### config.mk
export PLATFORM = sky130hd
export DESIGN_NAME = prog_timer_flat
export DESIGN_NICKNAME = d
export VERILOG_FILES = /design/src/rtl/prog_timer_if.sv /design/src/rtl/prog_timer.sv /design/src/flat_wrapper.sv
export SDC_FILE = /design/constraint.sdc
export NUM_CORES = 1
export LEC_CHECK = 0
export BUFFER_PORTS_ARGS = -buffer_cell sky130_fd_sc_hd__buf_2
export CORE_MARGIN = 10
export CORE_UTILIZATION = 40
export DETAILED_ROUTE_END_ITERATION = 8
export GPL_ROUTABILITY_DRIVEN = 0
export PLACE_DENSITY = 0.6
export SYNTH_ARGS = -nofsm -noshare
export SYNTH_HDL_FRONTEND = slang
export SYNTH_SLANG_ARGS = --single-unit
### constraint.sdc
create_clock -name clk -period 4.1 [get_ports clk]
set_input_delay 0.205 -clock clk [delete_from_list [all_inputs] [get_ports clk]]
set_output_delay 0.205 -clock clk [all_outputs]
set_load 0.02 [all_outputs]
### src/rtl/prog_timer_if.sv
// prog_timer_if: configuration, control and status bundle of the programmable timer.
// The master modport is the driver side (CPU or bench).
// The slave modport is the timer itself.
interface prog_timer_if #(
  parameter int WIDTH     = 32,
  parameter int CHANNELS  = 4,
  parameter int PSC_WIDTH = 16
);
  localparam int CH_W = (CHANNELS > 1) ? $clog2(CHANNELS) : 1;

  logic [PSC_WIDTH-1:0] prescale;
  logic                 wr_en;
  logic [CH_W-1:0]      wr_ch;
  logic [WIDTH-1:0]     wr_period;
  logic [CHANNELS-1:0]  enable;
  logic [CHANNELS-1:0]  oneshot;
  logic [CHANNELS-1:0]  clear;
  logic [CHANNELS-1:0]  pulse;
  logic [CHANNELS-1:0]  flag;
  logic [CHANNELS-1:0]  running;

  modport master (
    output prescale, wr_en, wr_ch, wr_period, enable, oneshot, clear,
    input  pulse, flag, running
  );

  modport slave (
    input  prescale, wr_en, wr_ch, wr_period, enable, oneshot, clear,
    output pulse, flag, running
  );
endinterface

### src/rtl/prog_timer.sv
// prog_timer: multi-channel programmable interval timer.
// All channels share one prescaler, and each channel has its own period register and up-counter.
// A channel pulses for one clock at terminal count and sets a sticky flag.
// Optional feature: define PROG_TIMER_PRESCALER_EN to make ticks occur every prescale+1 clocks.
// Without PROG_TIMER_PRESCALER_EN, every clock is a tick and the prescale input is ignored.
module prog_timer #(
  parameter int WIDTH     = 32,
  parameter int CHANNELS  = 4,
  parameter int PSC_WIDTH = 16
) (
  input logic     clk,
  input logic     rst_n,
  prog_timer_if.slave bus
);
  localparam int CH_W = (CHANNELS > 1) ? $clog2(CHANNELS) : 1;

  logic                tick;
  logic [CHANNELS-1:0] wr_hit;
  logic [CHANNELS-1:0] terminal;
  logic [CHANNELS-1:0] running_q;
  logic [CHANNELS-1:0] pulse_q;
  logic [CHANNELS-1:0] flag_q;
  // High once enable has been seen low, so a following high level counts as a fresh rising edge.
  // Reset leaves it low, so a channel whose enable is held high through reset does not start.
  logic [CHANNELS-1:0] en_armed_q;
  logic [WIDTH-1:0]    count_q  [CHANNELS];
  logic [WIDTH-1:0]    period_q [CHANNELS];

`ifdef PROG_TIMER_PRESCALER_EN
  logic [PSC_WIDTH-1:0] psc_q;

  assign tick = (psc_q == bus.prescale);

  // Shared prescaler: counts 0..prescale and wraps, and a tick is the clock where it equals prescale.
  always_ff @(posedge clk or negedge rst_n) begin
    if (!rst_n)    psc_q <= '0;
    else if (tick) psc_q <= '0;
    else           psc_q <= psc_q + PSC_WIDTH'(1);
  end
`else
  logic unused_prescale;

  assign tick            = 1'b1;
  assign unused_prescale = ^bus.prescale;
`endif

  // Decode the period write; an index outside the channel range matches nothing.
  always_comb begin
    wr_hit = '0;
    for (int i = 0; i < CHANNELS; i++)
      wr_hit[i] = bus.wr_en && (bus.wr_ch == CH_W'(i));
  end

  // Terminal count only for a channel that keeps running: no disable, no fresh start and no write this clock.
  always_comb begin
    terminal = '0;
    for (int i = 0; i < CHANNELS; i++)
      terminal[i] = bus.enable[i] && !en_armed_q[i] && !wr_hit[i] && running_q[i] &&
                    tick && (count_q[i] == period_q[i]);
  end

  // Period registers: loaded by the write strobe regardless of whether the channel is running.
  always_ff @(posedge clk or negedge rst_n) begin
    if (!rst_n) begin
      for (int i = 0; i < CHANNELS; i++) period_q[i] <= '0;
    end else begin
      for (int i = 0; i < CHANNELS; i++)
        if (wr_hit[i]) period_q[i] <= bus.wr_period;
    end
  end

  // Per-channel counting. Priority order: disable, then fresh start, then write, then tick.
  always_ff @(posedge clk or negedge rst_n) begin
    if (!rst_n) begin
      for (int i = 0; i < CHANNELS; i++) count_q[i] <= '0;
      running_q  <= '0;
      pulse_q    <= '0;
      en_armed_q <= '0;
    end else begin
      en_armed_q <= ~bus.enable;
      for (int i = 0; i < CHANNELS; i++) begin
        pulse_q[i] <= terminal[i];
        if (!bus.enable[i]) begin
          running_q[i] <= 1'b0;
          count_q[i]   <= '0;
        end else if (en_armed_q[i]) begin
          running_q[i] <= 1'b1;
          count_q[i]   <= '0;
        end else if (wr_hit[i]) begin
          count_q[i] <= '0;
        end else if (terminal[i]) begin
          count_q[i] <= '0;
          if (bus.oneshot[i]) running_q[i] <= 1'b0;
        end else if (running_q[i] && tick) begin
          count_q[i] <= count_q[i] + WIDTH'(1);
        end
      end
    end
  end

  // Sticky flags: a terminal count wins over a simultaneous clear.
  always_ff @(posedge clk or negedge rst_n) begin
    if (!rst_n) begin
      flag_q <= '0;
    end else begin
      for (int i = 0; i < CHANNELS; i++) begin
        if (terminal[i])       flag_q[i] <= 1'b1;
        else if (bus.clear[i]) flag_q[i] <= 1'b0;
      end
    end
  end

  assign bus.pulse   = pulse_q;
  assign bus.flag    = flag_q;
  assign bus.running = running_q;
endmodule

### src/flat_wrapper.sv
// flat-port wrapper written by rule: the top's interface ports become plain ports
module prog_timer_flat 
#(
  parameter int WIDTH     = 32,
  parameter int CHANNELS  = 4,
  parameter int PSC_WIDTH = 16
)
  (clk, rst_n, bus_prescale, bus_wr_en, bus_wr_ch, bus_wr_period, bus_enable, bus_oneshot, bus_clear, bus_pulse, bus_flag, bus_running);
  prog_timer_if #(.WIDTH(WIDTH), .CHANNELS(CHANNELS), .PSC_WIDTH(PSC_WIDTH)) bus_i ();
  input logic clk;
  input logic rst_n;
  input wire logic [$bits(bus_i.prescale)-1:0] bus_prescale;
  input wire logic [$bits(bus_i.wr_en)-1:0] bus_wr_en;
  input wire logic [$bits(bus_i.wr_ch)-1:0] bus_wr_ch;
  input wire logic [$bits(bus_i.wr_period)-1:0] bus_wr_period;
  input wire logic [$bits(bus_i.enable)-1:0] bus_enable;
  input wire logic [$bits(bus_i.oneshot)-1:0] bus_oneshot;
  input wire logic [$bits(bus_i.clear)-1:0] bus_clear;
  output wire logic [$bits(bus_i.pulse)-1:0] bus_pulse;
  output wire logic [$bits(bus_i.flag)-1:0] bus_flag;
  output wire logic [$bits(bus_i.running)-1:0] bus_running;
  assign bus_i.prescale = bus_prescale;
  assign bus_i.wr_en = bus_wr_en;
  assign bus_i.wr_ch = bus_wr_ch;
  assign bus_i.wr_period = bus_wr_period;
  assign bus_i.enable = bus_enable;
  assign bus_i.oneshot = bus_oneshot;
  assign bus_i.clear = bus_clear;
  assign bus_pulse = bus_i.pulse;
  assign bus_flag = bus_i.flag;
  assign bus_running = bus_i.running;
  prog_timer #(.WIDTH(WIDTH), .CHANNELS(CHANNELS), .PSC_WIDTH(PSC_WIDTH)) u_core (.clk(clk), .rst_n(rst_n), .bus(bus_i));
endmodule
==> impl_metrics.tcl <==
set metrics [dict create \
    status "complete, no violations" \
    synth-edff-count 0 \
    drt-met1-wl_um 16700 \
    crit_chain "xnor2_1, nand4_1, nor4_1, nand2_1, nand3_1, o311ai_0" \
    p_leak_uw 0.00635 \
    syn_avg_cell_area_sq_um 10.4 \
    cp.arrival_ps 3380 \
    syn_area_sq_um 13800 \
    fmax_mhz 333 \
    dieArea_sq_um 42400 \
    cellPowerDensity_nw_per_um2 425 \
    dr_wl_met3_um 1490 \
    netlist_top_cells_area "dfrtp_1 (49%), mux2_2 (10%), xnor2_1 (8.5%), nand2_1 (4.1%), nand3_1 (3.4%)" \
    grt_max_degree 154 \
    slew_headroom 0.195 \
    dieWidth_um 206 \
    ant_nets 0 \
    setup.worst_path.class "flop to flop" \
    cts.sinks 272 \
    cts-root-buf "clkbuf_16" \
    post_cts_buffers 0 \
    drive_gt1_frac 0.202 \
    worstPathRequired_ps 4480 \
    rsz0062_at_grt "false" \
    io_buffer_count 60 \
    syn2layout_area_growth_pct 14.6 \
    drc 0 \
    final.min_clock_period_ps 3000 \
    slowest_delay_ps 790 \
    num_antenna_cells 0 \
    yosysMostFrequentCell "dfrtp_1" \
    ys_warn_count 0 \
    first_pass_iters 6 \
    tightest_slew_ps 1210 \
    wl_met2_um 17100 \
    post-route-period-util 0.732 \
    power_uw 6740 \
    vias 10400 \
    core_region_area_sq_um 34400 \
    place_hpwl_um 24700 \
    finClkSkew_ps 11.9 \
    drv_cap 0 \
    grt.overflow.total 0 \
    setup_violations 0 \
    finalHoldViolCount 0 \
    fin_hold_ws_ps 19.1 \
    yosys.area.top_type "dfrtp_1" \
    cts_tree "yes" \
    grt_pass1_wl_um 57400 \
    grt_use_total 0.170 \
    cts-htree-levels 1 \
    synth.net_count 1396 \
    slew_violations 0 \
    hold_class "primary input to flop" \
    start_kind "flop" \
    max-vdd-ir-drop_mv 0.322 \
    ys_async_sr_fraction 1.00 \
    via_per_inst 5.59 \
    synthCells 1327 \
    setup_tns_ps 0 \
    synth_top_area_frac 0.492 \
    clkTransAtPathRegs_ps 70 \
    synth-seq-cells 272 \
    antenna_found_initial 0 \
    num_rows 68 \
    die_h_um 206 \
    synth_common_cells "dfrtp_1 (272), nand2_1 (152), xnor2_1 (135)" \
    initial_core_util 0.403 \
    crit_fanout 24 \
    worstSetupEndpointType "flop" \
    clkLatencyLatePin_ps 560 \
    grt_pass1_vias 9978 \
    wl_per_cell_um 19.5 \
    layout.nets 1446 \
    io_pins 77 \
    ys_seq_area_frac 0.492 \
    drt-initial-drc-count 766 \
    synth_flop_cell "dfrtp_1" \
    critPathSlowestCell "nand3_1" \
    routed_wl_um 36200 \
    cts_max_path_buffers 3 \
    top_layer "met4" \
    synth_cell_types 53 \
    cts_inserted_buffers 30 \
]
-- cells by family (layout without fill, tap and decap cells) --
logic type,count (synthesis),in the layout,share of synthesized area
flip-flops,272,272,0.492
multiplexers,131,131,0.106
XOR/XNOR,152,152,0.0962
AO/OA/AOI/OAI,185,185,0.0956
buffers and inverters,96,170,0.0261
adder cells (fa/ha/maj),4,4,0.00362
AND/OR/NAND/NOR,487,487,0.180
-- critical path, delay by kind of cell, from the launching register on --
kind	cells	cell delay [ps]
AO/OA/AOI/OAI	1	250
XOR/XNOR	1	190
flip-flops	1	480
AND/OR/NAND/NOR	4	1910
-- timing repair --
action	CTS	global route
resized for setup	0	0
hold buffers	16	2
endpoints found under the hold margin	66	2
-- layer usage --
metal  vias to the layer above  track usage
met4                         0       0.0493
met2                       198        0.272
met3                        45       0.0216
met5                         -            0
li1                       4926            -
met1                      5198        0.238
-- path summary, 6_finish.rpt --
path                                     from                    to  slack (ps)  cells after the start
max                        u_core.count_q[32]    u_core.count_q[49]        1100                      6
max in group asynchronous               rst_n  u_core.en_armed_q[0]        2800                      3
min                         bus_wr_period[18]   u_core.period_q[82]          20                      2
min reg2reg                u_core.bus.flag[3]    u_core.bus.flag[3]         480                      1
min in group asynchronous               rst_n    u_core.count_q[31]         150                      2
max reg2reg                u_core.count_q[32]    u_core.count_q[49]        1100                      6
-- report_power, final --
part	switching (uW)	total, uW	internal, uW
registers	188	3120	2930
clock network	1190	2880	1690
logic	341	744	404
total	1720	6740	5020
-- sequential cells by signal, summed over array words and instances, names as in the netlist --
name and flops:
u_core.count_q 128, u_core.period_q 128, u_core.bus.flag 4, u_core.bus.pulse 4
u_core.bus.running 4, u_core.en_armed_q 4
-- layout by cell type, fill, tap and decap left out, types with 5 or more instances in the layout --
| cell type | instances |
|---|---|
| a21o_1 | 11 |
| a21oi_1 | 24 |
| a221o_1 | 13 |
| a22o_1 | 17 |
| and2_1 | 5 |
| and3_1 | 23 |
| and4_1 | 12 |
| buf_2 | 59 |
| buf_4 | 14 |
| clkbuf_16 | 31 |
| clkinv_4 | 6 |
| clkinvlp_4 | 7 |
| dfrtp_1 | 272 |
| dlygate4sd3_1 | 18 |
| inv_1 | 21 |
| mux2_2 | 128 |
| nand2_1 | 152 |
| nand3_1 | 94 |
| nand3b_1 | 10 |
| nand4_1 | 73 |
| nor2_1 | 42 |
| nor3_1 | 24 |
| nor4_1 | 13 |
| o211a_1 | 5 |
| o21a_1 | 9 |
| o21ai_0 | 43 |
| o22ai_1 | 5 |
| o311ai_0 | 30 |
| o311ai_1 | 9 |
| or2_2 | 7 |
| or3_1 | 5 |
| xnor2_1 | 135 |
| xor2_1 | 17 |
-- per-stage QoR --
stage | cells | worst slack, ps | utilization | area [sq um]
after floorplan | 1327 | 1840 | - | 13800
after global placement | 1782 | 1130 | 0.425 | 14600
after detailed placement | 1782 | 1100 | 0.425 | 14600
after CTS | 1854 | 1100 | 0.461 | 15800
after global routing | 1856 | 764 | 0.461 | 15900
final | 1856 | 1100 | 0.461 | 15900
-- cell type report --
class                           instances  area, sq um
Fill cell                            3194        18500
Sequential cell                       272         6810
Multi-Input combinational cell        959         6720
Clock buffer                           33          803
Timing Repair Buffer                   93          616
Tap cell                              455          569
Clock inverter                         23          265
Inverter                               21         78.8
Power figures use the tool's default switching activity.
